==> config.mk <==
export PLATFORM = sky130hd
export DESIGN_NAME = garage_slot_tracker_flat
export DESIGN_NICKNAME = d
export VERILOG_FILES = /design/src/rtl/garage_slot_tracker_pkg.sv /design/src/rtl/garage_slot_tracker_if.sv /design/src/rtl/garage_slot_tracker_debouncer.sv /design/src/rtl/garage_slot_tracker.sv /design/src/flat_wrapper.sv
export SDC_FILE = /design/constraint.sdc
export NUM_CORES = 1
export LEC_CHECK = 0
export ABC_AREA = 1
export CORE_MARGIN = 3
export CORE_UTILIZATION = 47
export CTS_BUF_LIST = sky130_fd_sc_hd__clkbuf_8
export DETAILED_ROUTE_END_ITERATION = 12
export PLACE_DENSITY = 0.77
export SYNTH_ARGS = -nofsm -noshare
export SYNTH_HDL_FRONTEND = slang
export SYNTH_SLANG_ARGS = --single-unit
==> constraint.sdc <==
create_clock -name i_clk -period 1.5 [get_ports i_clk]
set_input_delay 0.15 -clock i_clk [delete_from_list [all_inputs] [get_ports i_clk]]
set_output_delay 0.15 -clock i_clk [all_outputs]
set_load 0.02 [all_outputs]
==> src/rtl/garage_slot_tracker_pkg.sv <==
// Purpose: shared constants and types for the garage slot tracker slice
// Latency: n/a (declarations only)
// Backpressure: n/a
package garage_pkg;

   localparam int NUM_SLOTS_C = 6;

   // Bit positions of the lettered slots in slot_raw / slot_occ
   localparam int SLOT_A = 5;
   localparam int SLOT_B = 4;
   localparam int SLOT_C = 3;
   localparam int SLOT_D = 2;
   localparam int SLOT_E = 1;
   localparam int SLOT_F = 0;

   typedef enum logic [1:0] {
      IDLE       = 2'd0,
      ENTRY_OPEN = 2'd1,
      EXIT_OPEN  = 2'd2
   } gate_state_e;

   // Plain-vector aliases of the gate states for legacy tools and waveforms
   localparam logic [1:0] ST_IDLE       = 2'(IDLE);
   localparam logic [1:0] ST_ENTRY_OPEN = 2'(ENTRY_OPEN);
   localparam logic [1:0] ST_EXIT_OPEN  = 2'(EXIT_OPEN);

endpackage

==> src/rtl/garage_slot_tracker_if.sv <==
// Purpose: sensor/gate/count bundle between garage I/O and the slot tracker
// Latency: n/a (wires only)
// Backpressure: none; gates are level commands, passes are 1-cycle pulses
// master = garage I/O side (drives sensors and requests), slave = tracker.
interface garage_slot_tracker_if;
   import garage_pkg::*;

   logic [NUM_SLOTS_C-1:0] slot_raw;
   logic                   entry_req;
   logic                   entry_pass;
   logic                   exit_req;
   logic                   exit_pass;
   logic [NUM_SLOTS_C-1:0] slot_occ;
   logic [2:0]             car_count;
   logic [2:0]             free_cnt;
   logic                   full;
   logic                   entry_gate_open;
   logic                   exit_gate_open;
   logic                   alarm;

   modport master (
      output slot_raw, entry_req, entry_pass, exit_req, exit_pass,
      input  slot_occ, car_count, free_cnt, full,
             entry_gate_open, exit_gate_open, alarm
   );

   modport slave (
      input  slot_raw, entry_req, entry_pass, exit_req, exit_pass,
      output slot_occ, car_count, free_cnt, full,
             entry_gate_open, exit_gate_open, alarm
   );

endinterface

==> src/rtl/garage_slot_tracker_debouncer.sv <==
// Purpose: 2-flop synchronizer plus consecutive-sample debounce for one slot sensor
// Latency: 2 + DEBOUNCE_CYCLES cycles from a raw edge to o_occ
// Backpressure: none; free-running, one sample per cycle
// Ports: i_clk, i_rst_n (async active-low), i_raw (async sensor), o_occ (debounced).
module slot_debouncer #(
   parameter int DEBOUNCE_CYCLES = 4
) (
   input  logic i_clk,
   input  logic i_rst_n,
   input  logic i_raw,
   output logic o_occ
);

   localparam int CW = (DEBOUNCE_CYCLES > 2) ? $clog2(DEBOUNCE_CYCLES) : 1;

   logic          r_sync1;
   logic          r_sync2;
   logic          r_occ;
   logic [CW-1:0] r_cnt;

   // While counting, r_occ is fixed, so a toggle of the synced bit can only
   // mean a return to agreement; clearing on agreement covers the toggle case.
   always_ff @(posedge i_clk or negedge i_rst_n) begin
      if (!i_rst_n) begin
         r_sync1 <= 1'b0;
         r_sync2 <= 1'b0;
         r_occ   <= 1'b0;
         r_cnt   <= '0;
      end else begin
         r_sync1 <= i_raw;
         r_sync2 <= r_sync1;
         if (r_sync2 == r_occ) begin
            r_cnt <= '0;
         end else if (r_cnt == CW'(DEBOUNCE_CYCLES - 1)) begin
            r_occ <= ~r_occ;
            r_cnt <= '0;
         end else begin
            r_cnt <= r_cnt + CW'(1);
         end
      end
   end

   assign o_occ = r_occ;

endmodule

==> src/rtl/garage_slot_tracker.sv <==
// Purpose: slot occupancy debounce, entry/exit gate handshake, car/free count and full flag
// Latency: gate opens 1 cycle after request, count updates 1 cycle after pass, slots 2+DEBOUNCE_CYCLES
// Backpressure: requests ignored while a gate is open; entry refused while full
// Ports: i_clk, i_rst_n (async active-low), bus (garage_slot_tracker_if.slave).
module garage_slot_tracker
   import garage_pkg::*;
#(
   parameter int DEBOUNCE_CYCLES = 4,
   parameter int GATE_TIMEOUT    = 16
) (
   input logic                  i_clk,
   input logic                  i_rst_n,
   garage_slot_tracker_if.slave bus
);

   localparam int         TW        = (GATE_TIMEOUT > 2) ? $clog2(GATE_TIMEOUT) : 1;
   localparam logic [2:0] COUNT_MAX = 3'(NUM_SLOTS_C);

   logic [NUM_SLOTS_C-1:0] w_slot_occ;

   for (genvar g = 0; g < NUM_SLOTS_C; g++) begin : g_slot
      slot_debouncer #(
         .DEBOUNCE_CYCLES (DEBOUNCE_CYCLES)
      ) u_debouncer (
         .i_clk   (i_clk),
         .i_rst_n (i_rst_n),
         .i_raw   (bus.slot_raw[g]),
         .o_occ   (w_slot_occ[g])
      );
   end

   logic [1:0]    r_state;
   logic [TW-1:0] r_timer;
   logic [2:0]    r_count;
   logic [2:0]    r_free;
   logic          r_full;
   logic          r_alarm;
   logic          r_entry_open;
   logic          r_exit_open;

   logic [1:0]    w_state_nxt;
   logic [TW-1:0] w_timer_nxt;
   logic [2:0]    w_count_nxt;
   logic          w_alarm_nxt;
   logic          w_expired;

   // r_timer counts completed open cycles; the last open cycle has r_timer = GATE_TIMEOUT-1
   assign w_expired = (r_timer == TW'(GATE_TIMEOUT - 1));

   always_comb begin
      w_state_nxt = r_state;
      w_timer_nxt = r_timer + TW'(1);
      w_count_nxt = r_count;
      w_alarm_nxt = 1'b0;
      case (r_state)
         ST_IDLE: begin
            w_timer_nxt = '0;
            if (bus.exit_req) begin
               w_state_nxt = ST_EXIT_OPEN;
            end else if (bus.entry_req && !r_full) begin
               w_state_nxt = ST_ENTRY_OPEN;
            end
         end
         ST_ENTRY_OPEN: begin
            // A pass in the expiry cycle wins over the timeout
            if (bus.entry_pass) begin
               w_state_nxt = ST_IDLE;
               w_timer_nxt = '0;
               if (r_count == COUNT_MAX) w_alarm_nxt = 1'b1;
               else                      w_count_nxt = r_count + 3'd1;
            end else if (w_expired) begin
               w_state_nxt = ST_IDLE;
               w_timer_nxt = '0;
               w_alarm_nxt = 1'b1;
            end
         end
         ST_EXIT_OPEN: begin
            if (bus.exit_pass) begin
               w_state_nxt = ST_IDLE;
               w_timer_nxt = '0;
               if (r_count == 3'd0) w_alarm_nxt = 1'b1;
               else                 w_count_nxt = r_count - 3'd1;
            end else if (w_expired) begin
               w_state_nxt = ST_IDLE;
               w_timer_nxt = '0;
               w_alarm_nxt = 1'b1;
            end
         end
         default: begin
            w_state_nxt = ST_IDLE;
            w_timer_nxt = '0;
         end
      endcase
   end

   always_ff @(posedge i_clk or negedge i_rst_n) begin
      if (!i_rst_n) begin
         r_state      <= ST_IDLE;
         r_timer      <= '0;
         r_count      <= 3'd0;
         r_free       <= COUNT_MAX;
         r_full       <= 1'b0;
         r_alarm      <= 1'b0;
         r_entry_open <= 1'b0;
         r_exit_open  <= 1'b0;
      end else begin
         r_state      <= w_state_nxt;
         r_timer      <= w_timer_nxt;
         r_count      <= w_count_nxt;
         r_free       <= COUNT_MAX - w_count_nxt;
         r_full       <= (w_count_nxt == COUNT_MAX);
         r_alarm      <= w_alarm_nxt;
         r_entry_open <= (w_state_nxt == ST_ENTRY_OPEN);
         r_exit_open  <= (w_state_nxt == ST_EXIT_OPEN);
      end
   end

   assign bus.slot_occ        = w_slot_occ;
   assign bus.car_count       = r_count;
   assign bus.free_cnt        = r_free;
   assign bus.full            = r_full;
   assign bus.entry_gate_open = r_entry_open;
   assign bus.exit_gate_open  = r_exit_open;
   assign bus.alarm           = r_alarm;

endmodule

==> src/flat_wrapper.sv <==
// flat-port wrapper written by rule: the top's interface ports become plain ports
module garage_slot_tracker_flat import garage_pkg::*;
#(
   parameter int DEBOUNCE_CYCLES = 4,
   parameter int GATE_TIMEOUT    = 16
)
  (i_clk, i_rst_n, bus_slot_raw, bus_entry_req, bus_entry_pass, bus_exit_req, bus_exit_pass, bus_slot_occ, bus_car_count, bus_free_cnt, bus_full, bus_entry_gate_open, bus_exit_gate_open, bus_alarm);
  garage_slot_tracker_if bus_i ();
  input logic i_clk;
  input logic i_rst_n;
  input wire logic [$bits(bus_i.slot_raw)-1:0] bus_slot_raw;
  input wire logic [$bits(bus_i.entry_req)-1:0] bus_entry_req;
  input wire logic [$bits(bus_i.entry_pass)-1:0] bus_entry_pass;
  input wire logic [$bits(bus_i.exit_req)-1:0] bus_exit_req;
  input wire logic [$bits(bus_i.exit_pass)-1:0] bus_exit_pass;
  output wire logic [$bits(bus_i.slot_occ)-1:0] bus_slot_occ;
  output wire logic [$bits(bus_i.car_count)-1:0] bus_car_count;
  output wire logic [$bits(bus_i.free_cnt)-1:0] bus_free_cnt;
  output wire logic [$bits(bus_i.full)-1:0] bus_full;
  output wire logic [$bits(bus_i.entry_gate_open)-1:0] bus_entry_gate_open;
  output wire logic [$bits(bus_i.exit_gate_open)-1:0] bus_exit_gate_open;
  output wire logic [$bits(bus_i.alarm)-1:0] bus_alarm;
  assign bus_i.slot_raw = bus_slot_raw;
  assign bus_i.entry_req = bus_entry_req;
  assign bus_i.entry_pass = bus_entry_pass;
  assign bus_i.exit_req = bus_exit_req;
  assign bus_i.exit_pass = bus_exit_pass;
  assign bus_slot_occ = bus_i.slot_occ;
  assign bus_car_count = bus_i.car_count;
  assign bus_free_cnt = bus_i.free_cnt;
  assign bus_full = bus_i.full;
  assign bus_entry_gate_open = bus_i.entry_gate_open;
  assign bus_exit_gate_open = bus_i.exit_gate_open;
  assign bus_alarm = bus_i.alarm;
  garage_slot_tracker #(.DEBOUNCE_CYCLES(DEBOUNCE_CYCLES), .GATE_TIMEOUT(GATE_TIMEOUT)) u_core (.i_clk(i_clk), .i_rst_n(i_rst_n), .bus(bus_i));
endmodule
==> results.txt, run 1 <==
Num CTS Buffers = 5
Rows = 23
PwrDens = 1846 mW/mm2
RSZ-0062 raised after global routing = true
Max_slew headroom = 84.97%
Fin crit share = 109.2%
Clock Tree Root = clkbuf_8
GP Congestion = 0.9599
Most used flip-flop cell after synthesis = dfrtp_1
Worst path arrival time = 1.86 ns
Share of cells above drive strength 1 = 28.87%
Initial antenna violation count = 0
CTS Buffer Depth = 2
Crit end category = register
Top Ports = 28
Top layer in use = met4
Sequential power share = 36.3%
Clock Sinks = 45
Max cap viols = 0
Routed wl met3 = 183 um
Peak supply drop = 878.4 uV
Gr usage total = 13.63%
Int Power = 0.003079 W
Sequential cell area = 0.001131 mm2
Height of the die = 71.14 um
Vias in the first global route = 1260
Met1 Wirelength = 1516 um
P&R area growth vs syn = 32.18%
P_sw = 0.001786 W
Wirelength per Cell = 11.37 um
Antenna Cells = 0
Synth Register Bits = 45
CP startpoint kind = register
Vias per cell = 4.706
Fmax = 0.6106 GHz
Buffers on Ports = 27
Synth Warn # = 0
Met2 routed WL = 1560 um
Final min period = 1.638 ns
Starting density of the core = 49.15%
Combinational Power Share = 48.1%
Status = finished, violations left
Final Hold Fails = 0
Largest net degree at the start of global routing = 46
Post-synth EDFFs = 0
Core area = 0.004058 mm2
TNS Setup = -0.3937 ns
Worst-Margin Slew = 0.2253 ns
Clock power share = 15.7%
First-pass GRT wire length = 5409 um
Drt pass-1 iters = 4
Peak fanout along the critical path = 4
Total power = 0.004865 W
Min-delay worst type = in -> reg
Leak Pwr = 1.340 nW
Htree depth = 2
CTS tree = yes
DRC Markers = 0
Post-synth cell types = 23
Die Wd = 71.14 um
CP Class = reg -> reg
Worst slack, placed = -0.1444 ns
Synthesized area per cell = 10.61 um2
Post-synth ARST share = 100.0%
Fin worst setup slack = -0.1378 ns
# setup viols final = 4
Slew Limit Fails = 0
Clock Skews = 0.004363 ns
Multi-input gate area = 775.7 um2
Mapped cell area = 0.001994 mm2
DPL Wire Length = 2415 um
Failing checks = negative setup slack
Required time of the critical path = 1.73 ns
Post-Syn Instances = 188
ANT nets after route = 0
Grt total ovfl = 0
Worst skew pair latency = 0.29 ns
DIE AREA = 0.005061 mm2
First DRT Iteration DRCs = 32
Final WL = 3287 um
Syn nets = 217
Sw Share = 36.71%
Via count = 1360
Clock-pin slew on the worst setup and hold paths = 0.08 ns
Sequential element share of the synthesized area = 56.59%
Fillers = 317
Nets@finish = 267
[per-layer routing]
metal  GRT usage, %  vias to the layer above
met5              0                        -
met4          3.758                        0
met3          5.682                        4
met2          21.02                       32
met1          17.75                      642
li1               -                      682
[state kept, by name (all words and copies together), names as in the netlist]
| register | flops |
|---|---|
| u_core.g_slot.u_debouncer.r_cnt | 12 |
| u_core.bus.car_count | 3 |
| u_core.g_slot.u_debouncer.r_sync2 | 6 |
| u_core.r_state | 2 |
| u_core.g_slot.u_debouncer.o_occ | 6 |
| u_core.bus.entry_gate_open | 1 |
| u_core.bus.full | 1 |
| u_core.r_timer | 4 |
| u_core.bus.exit_gate_open | 1 |
| u_core.bus.alarm | 1 |
| u_core.bus.free_cnt | 2 |
| u_core.g_slot.u_debouncer.r_sync1 | 6 |
[power groups by stage]
| stage | sequential [W] | clock [W] | combinational, W |
|---|---|---|---|
| finish | 0.00176 | 0.000763 | 0.00234 |
| global route | 0.00181 | 0.000846 | 0.00261 |
| CTS | 0.00177 | 0.000790 | 0.00220 |
| detailed placement | 0.00179 | 0 | 0.00219 |
| global placement | 0.00178 | 0 | 0.00213 |
| floorplan | 0.00186 | 0 | 0.00130 |
[cells by family (layout without fill, tap and decap cells)]
logic type | Yosys count | in the layout | share of synthesized area (%)
adders and majority gates | 17 | 17 | 10.66
DFF | 45 | 45 | 56.59
xor gates and xnor gates | 7 | 7 | 3.074
and+or+nand+nor | 64 | 64 | 13.86
muxes | 6 | 6 | 3.387
buffers and inverters | 37 | 88 | 8.281
AOI/OAI and AO/OA | 12 | 12 | 4.141
[placed cells by master (no fill, tap or decap), drive strengths merged, types with 7 or more instances in the layout]
cell	count
buf	23
clkdlybuf4s50	15
dfrtp	43
ha	17
inv	30
nand2	31
nand3	10
nor2	13
nor3	8
o21ai	7
[metrics by stage]
stage,utilization (%),cell area [um2],hold slack (ns),cells
2_1_floorplan,-,2012,-0.1456,188
3_3_place_gp,60.19,2442,0.1427,277
3_5_place_dp,60.19,2442,0.1416,277
4_1_cts,63.00,2556,0.2743,287
5_1_grt,64.97,2636,0.2649,289
6_report,64.97,2636,0.2835,289
[Yosys cell counts (all sizes together), types with 2 or more instances]
cell	n	area share (%)
dfrtp	43	54
nand2	31	6.1
inv	30	5.6
ha	17	11
nor2	13	2.6
nand3	10	2.5
nor3	8	2.0
buf	7	2.6
o21ai	7	2.3
mux2	6	3.4
xnor2	6	2.6
a21oi	2	0.50
dfstp	2	2.6
[what timing repair did]
| item | in CTS | in global routing |
|---|---|---|
| setup endpoints to repair | 10 | 15 |
| hold endpoints to repair | 43 | 0 |
| pin swaps | 2 | 6 |
| hold buffers | 1 | 0 |
| gates resized for setup | 10 | 21 |
| setup buffers | 1 | 2 |
[layout make-up]
class                           instances  share of cell area, %
Timing Repair Buffer                   50                  17.37
Inverter                               30                  4.271
Clock buffer                            6                  3.132
Clock inverter                          2                 0.5221
Multi-Input combinational cell        106                  29.43
Sequential cell                        45                  42.90
Tap cell                               50                  2.373
[worst paths after layout]
path,cells past startpoint,startpoint,slack (ns),endpoint
worst max register to register,13,u_core.bus.car_count[1]$_DFF_PN0_,-0.14,u_core.bus.free_cnt[2]$_DFF_PN1_
worst max-delay path,13,u_core.bus.car_count[1]$_DFF_PN0_,-0.14,u_core.bus.free_cnt[2]$_DFF_PN1_
max in group asynchronous,3,i_rst_n,0.89,u_core.bus.free_cnt[2]$_DFF_PN1_
worst min register to register,0,u_core.g_slot[1].u_debouncer.r_sync1$_DFF_PN0_,0.35,u_core.g_slot[1].u_debouncer.r_sync2$_DFF_PN0_
min in group asynchronous,3,i_rst_n,0.35,u_core.g_slot[5].u_debouncer.o_occ$_DFFE_PN0P_
worst min-delay path,1,bus_slot_raw[3],0.28,u_core.g_slot[3].u_debouncer.r_sync1$_DFF_PN0_
[worst max-delay path: stages (launching register included)]
cell,delay [ns]
dfrtp_2,0.39
inv_2,0.06
ha_4,0.15
inv_2,0.04
nor2_1,0.03
inv_1,0.09
nand3_1,0.11
o21ai_1,0.16
nand2_1,0.09
nand2_2,0.11
ha_2,0.18
inv_1,0.04
nand3_1,0.07
nand2_1,0.05
Power figures use the tool's default switching activity.
==> inputs of run 2 (changes only) <==
--- a/config.mk
+++ b/config.mk
@@ -10,7 +10,7 @@
 export CORE_UTILIZATION = 47
 export CTS_BUF_LIST = sky130_fd_sc_hd__clkbuf_8
 export DETAILED_ROUTE_END_ITERATION = 12
-export PLACE_DENSITY = 0.77
+export PLACE_DENSITY = 0.85
 export SYNTH_ARGS = -nofsm -noshare
 export SYNTH_HDL_FRONTEND = slang
 export SYNTH_SLANG_ARGS = --single-unit
==> run 2 against run 1 <==
Net effect: non-clock buffer count grew 4; worst setup slack worse by 0.037 ns; register-to-register slack got worse by 0.04 ns; the run still ends with negative setup slack left; sequential power about the same; via count increased by 1.8%; flip-flop and latch count unchanged; fmax is 2.2% lower; die area is the same; global-route usage grew 2.0 points; clock power increased by 23%; critical endpoint is now u_core.bus.full$_DFF_PN0_; count of clock-buffer cells in the layout unchanged; sequential share of layout area fell by 1.5 points.
==> results.txt, run 2 (same netlist as run 1, synthesis figures left out) <==
Clock Sinks = 45
Final Hold Fails = 0
Buf/Inv on CP = 4
Htree depth = 2
Max incr delay on CP = 0.43 ns
Crit end category = register
Height of the die = 71.14 um
DRC Markers = 0
Worst slack, placed = -0.1266 ns
CP delay by family, top = simple AND/OR/NAND/NOR gates
Vias in the first global route = 1414
Max reg flops = 12
Share of cells above drive strength 1 = 33.33%
Biggest register = u_core.g_slot.u_debouncer.r_cnt
Worst path arrival time = 1.86 ns
Worst-Margin Slew = 0.3316 ns
# setup viols final = 5
RSZ-0062 raised after global routing = true
GP Congestion = 0.8874
Max cap viols = 0
Clock-pin slew on the worst setup and hold paths = 0.08 ns
Critical-path top delay cell = dfrtp_2
Leak Pwr = 1.362 nW
Gr usage total = 15.66%
Wirelength per Cell = 12.48 um
Fmax = 0.5972 GHz
Clock Tree Root = clkbuf_8
Rows = 23
Die Wd = 71.14 um
Peak fanout along the critical path = 3
Sequential cell area = 0.001131 mm2
Clock power share = 17.6%
Final min period = 1.675 ns
Critical-path cell list = inv_4 > ha_4 > inv_2 > nor2_2 > inv_2 > nand2_2 > nand2_2 > nand3_2 > nand2_2 > nand2_4 > inv_2 > ha_4 > a21boi_2
Fin worst setup slack = -0.1746 ns
First DRT Iteration DRCs = 58
Combinational Power Share = 49.0%
Status = finished, violations left
Sw Share = 36.32%
Drt pass-1 iters = 4
CTS tree = yes
Num CTS Buffers = 5
Nets@finish = 271
ANT nets after route = 0
CP Class = reg -> reg
PwrDens = 1945 mW/mm2
Final WL = 3658 um
Core area = 0.004058 mm2
DPL Wire Length = 2581 um
Int Power = 0.003385 W
Top Ports = 28
Clock Skews = 0.005736 ns
Layout Utilization = 67.35%
Vias per cell = 4.724
Buffers on Ports = 27
DIE AREA = 0.005061 mm2
Fin crit share = 111.6%
WHS = 0.2772 ns
Most common cell after layout, fill and taps aside = dfrtp_1
P&R area growth vs syn = 37.01%
Initial antenna violation count = 0
Required time of the critical path = 1.69 ns
Grt total ovfl = 0
P_sw = 0.001930 W
Commonest non-fill, non-tap cells in the layout = dfrtp_1 (41), buf_4 (26), inv_1 (21), nand2_1 (21), clkdlybuf4s50_1 (14)
CP startpoint kind = register
CTS Buffer Depth = 2
Max_slew headroom = 77.89%
Multi-input gate area = 833.3 um2
Via count = 1384
Sequential power share = 33.4%
Failing checks = negative setup slack
Slew Limit Fails = 0
Antenna Cells = 0
First-pass GRT wire length = 6127 um
Largest net degree at the start of global routing = 17
Min-delay worst type = in -> async
Worst skew pair latency = 0.30 ns
Fillers = 297
Peak supply drop = 1164 uV
Starting density of the core = 49.15%
[run 2: changes by cell type in the layout (fill, tap and decap cells not counted), moves of 2 or more]
cell     delta
nand3_2     +2
nand2_1     -2
ha_4        +3
inv_1       -2
buf_4       +5
nand3_1     -2
ha_2        -2
[run 2: metrics by stage]
stage	area [um2]	power [W]	cells	TNS, ns
2_1_floorplan	2012	0.003161	188	-0.1679
3_3_place_gp	2430	0.003883	277	-0.1501
3_5_place_dp	2430	0.003973	277	-0.2660
4_1_cts	2591	0.004981	290	-0.1679
5_1_grt	2733	0.005762	293	-1.044
6_report	2733	0.005315	293	-0.4114
[run 2: cell type report]
type,instances,share of cell area (%)
timing repair buffer,54,17.22
inverter,30,4.212
tap,50,2.289
clock buffer,6,3.022
sequential,45,41.39
multi-input combinational,106,30.49
clock inverter,2,1.374
[run 2: final timing paths]
check / startpoint / endpoint / slack, ns / cells past startpoint
max reg2reg: u_core.bus.car_count[0]$_DFF_PN0_ / u_core.bus.full$_DFF_PN0_ / -0.17 / 13
max: u_core.bus.car_count[0]$_DFF_PN0_ / u_core.bus.full$_DFF_PN0_ / -0.17 / 13
max in group asynchronous: i_rst_n / u_core.bus.car_count[2]$_DFF_PN0_ / 0.70 / 3
min reg2reg: u_core.g_slot[0].u_debouncer.r_sync1$_DFF_PN0_ / u_core.g_slot[0].u_debouncer.r_sync2$_DFF_PN0_ / 0.35 / 0
min in group i_clk: bus_slot_raw[1] / u_core.g_slot[1].u_debouncer.r_sync1$_DFF_PN0_ / 0.28 / 1
min: i_rst_n / u_core.g_slot[0].u_debouncer.o_occ$_DFFE_PN0P_ / 0.28 / 2
[run 2: routing by layer]
metal  vias up  GRT usage, %  part of all wire (%)
li1        693             -                     -
met1       654         20.17                    43
met2        33         24.18                    50
met3         4         5.114                   5.5
met4         0         6.889                   1.1
met5         -             0                     0
[run 2: worst register-to-register path, stage by stage (launching register included)]
cell      delay [ns]
dfrtp_2         0.43
inv_4           0.07
ha_4            0.13
inv_2           0.04
nor2_2          0.11
inv_2           0.06
nand2_2         0.08
nand2_2         0.08
nand3_2         0.07
nand2_2         0.07
nand2_4         0.09
inv_2           0.05
ha_4            0.14
a21boi_2        0.14
[run 2: timing repair]
action	CTS	global route
setup endpoints to repair	11	15
endpoints found under the hold margin	12	0
buffers inserted	4	3
pin swaps	2	15
hold buffers	1	0
cloned	0	0
gates resized for setup	12	35
[run 2: power groups by stage]
stage	Sequential, W	Clock, W	Combinational [W]
final	0.00177	0.000936	0.00261
after global routing	0.00182	0.00103	0.00292
after CTS	0.00177	0.000967	0.00224
after detailed placement	0.00180	0	0.00218
after global placement	0.00178	0	0.00211
after floorplan	0.00186	0	0.00130
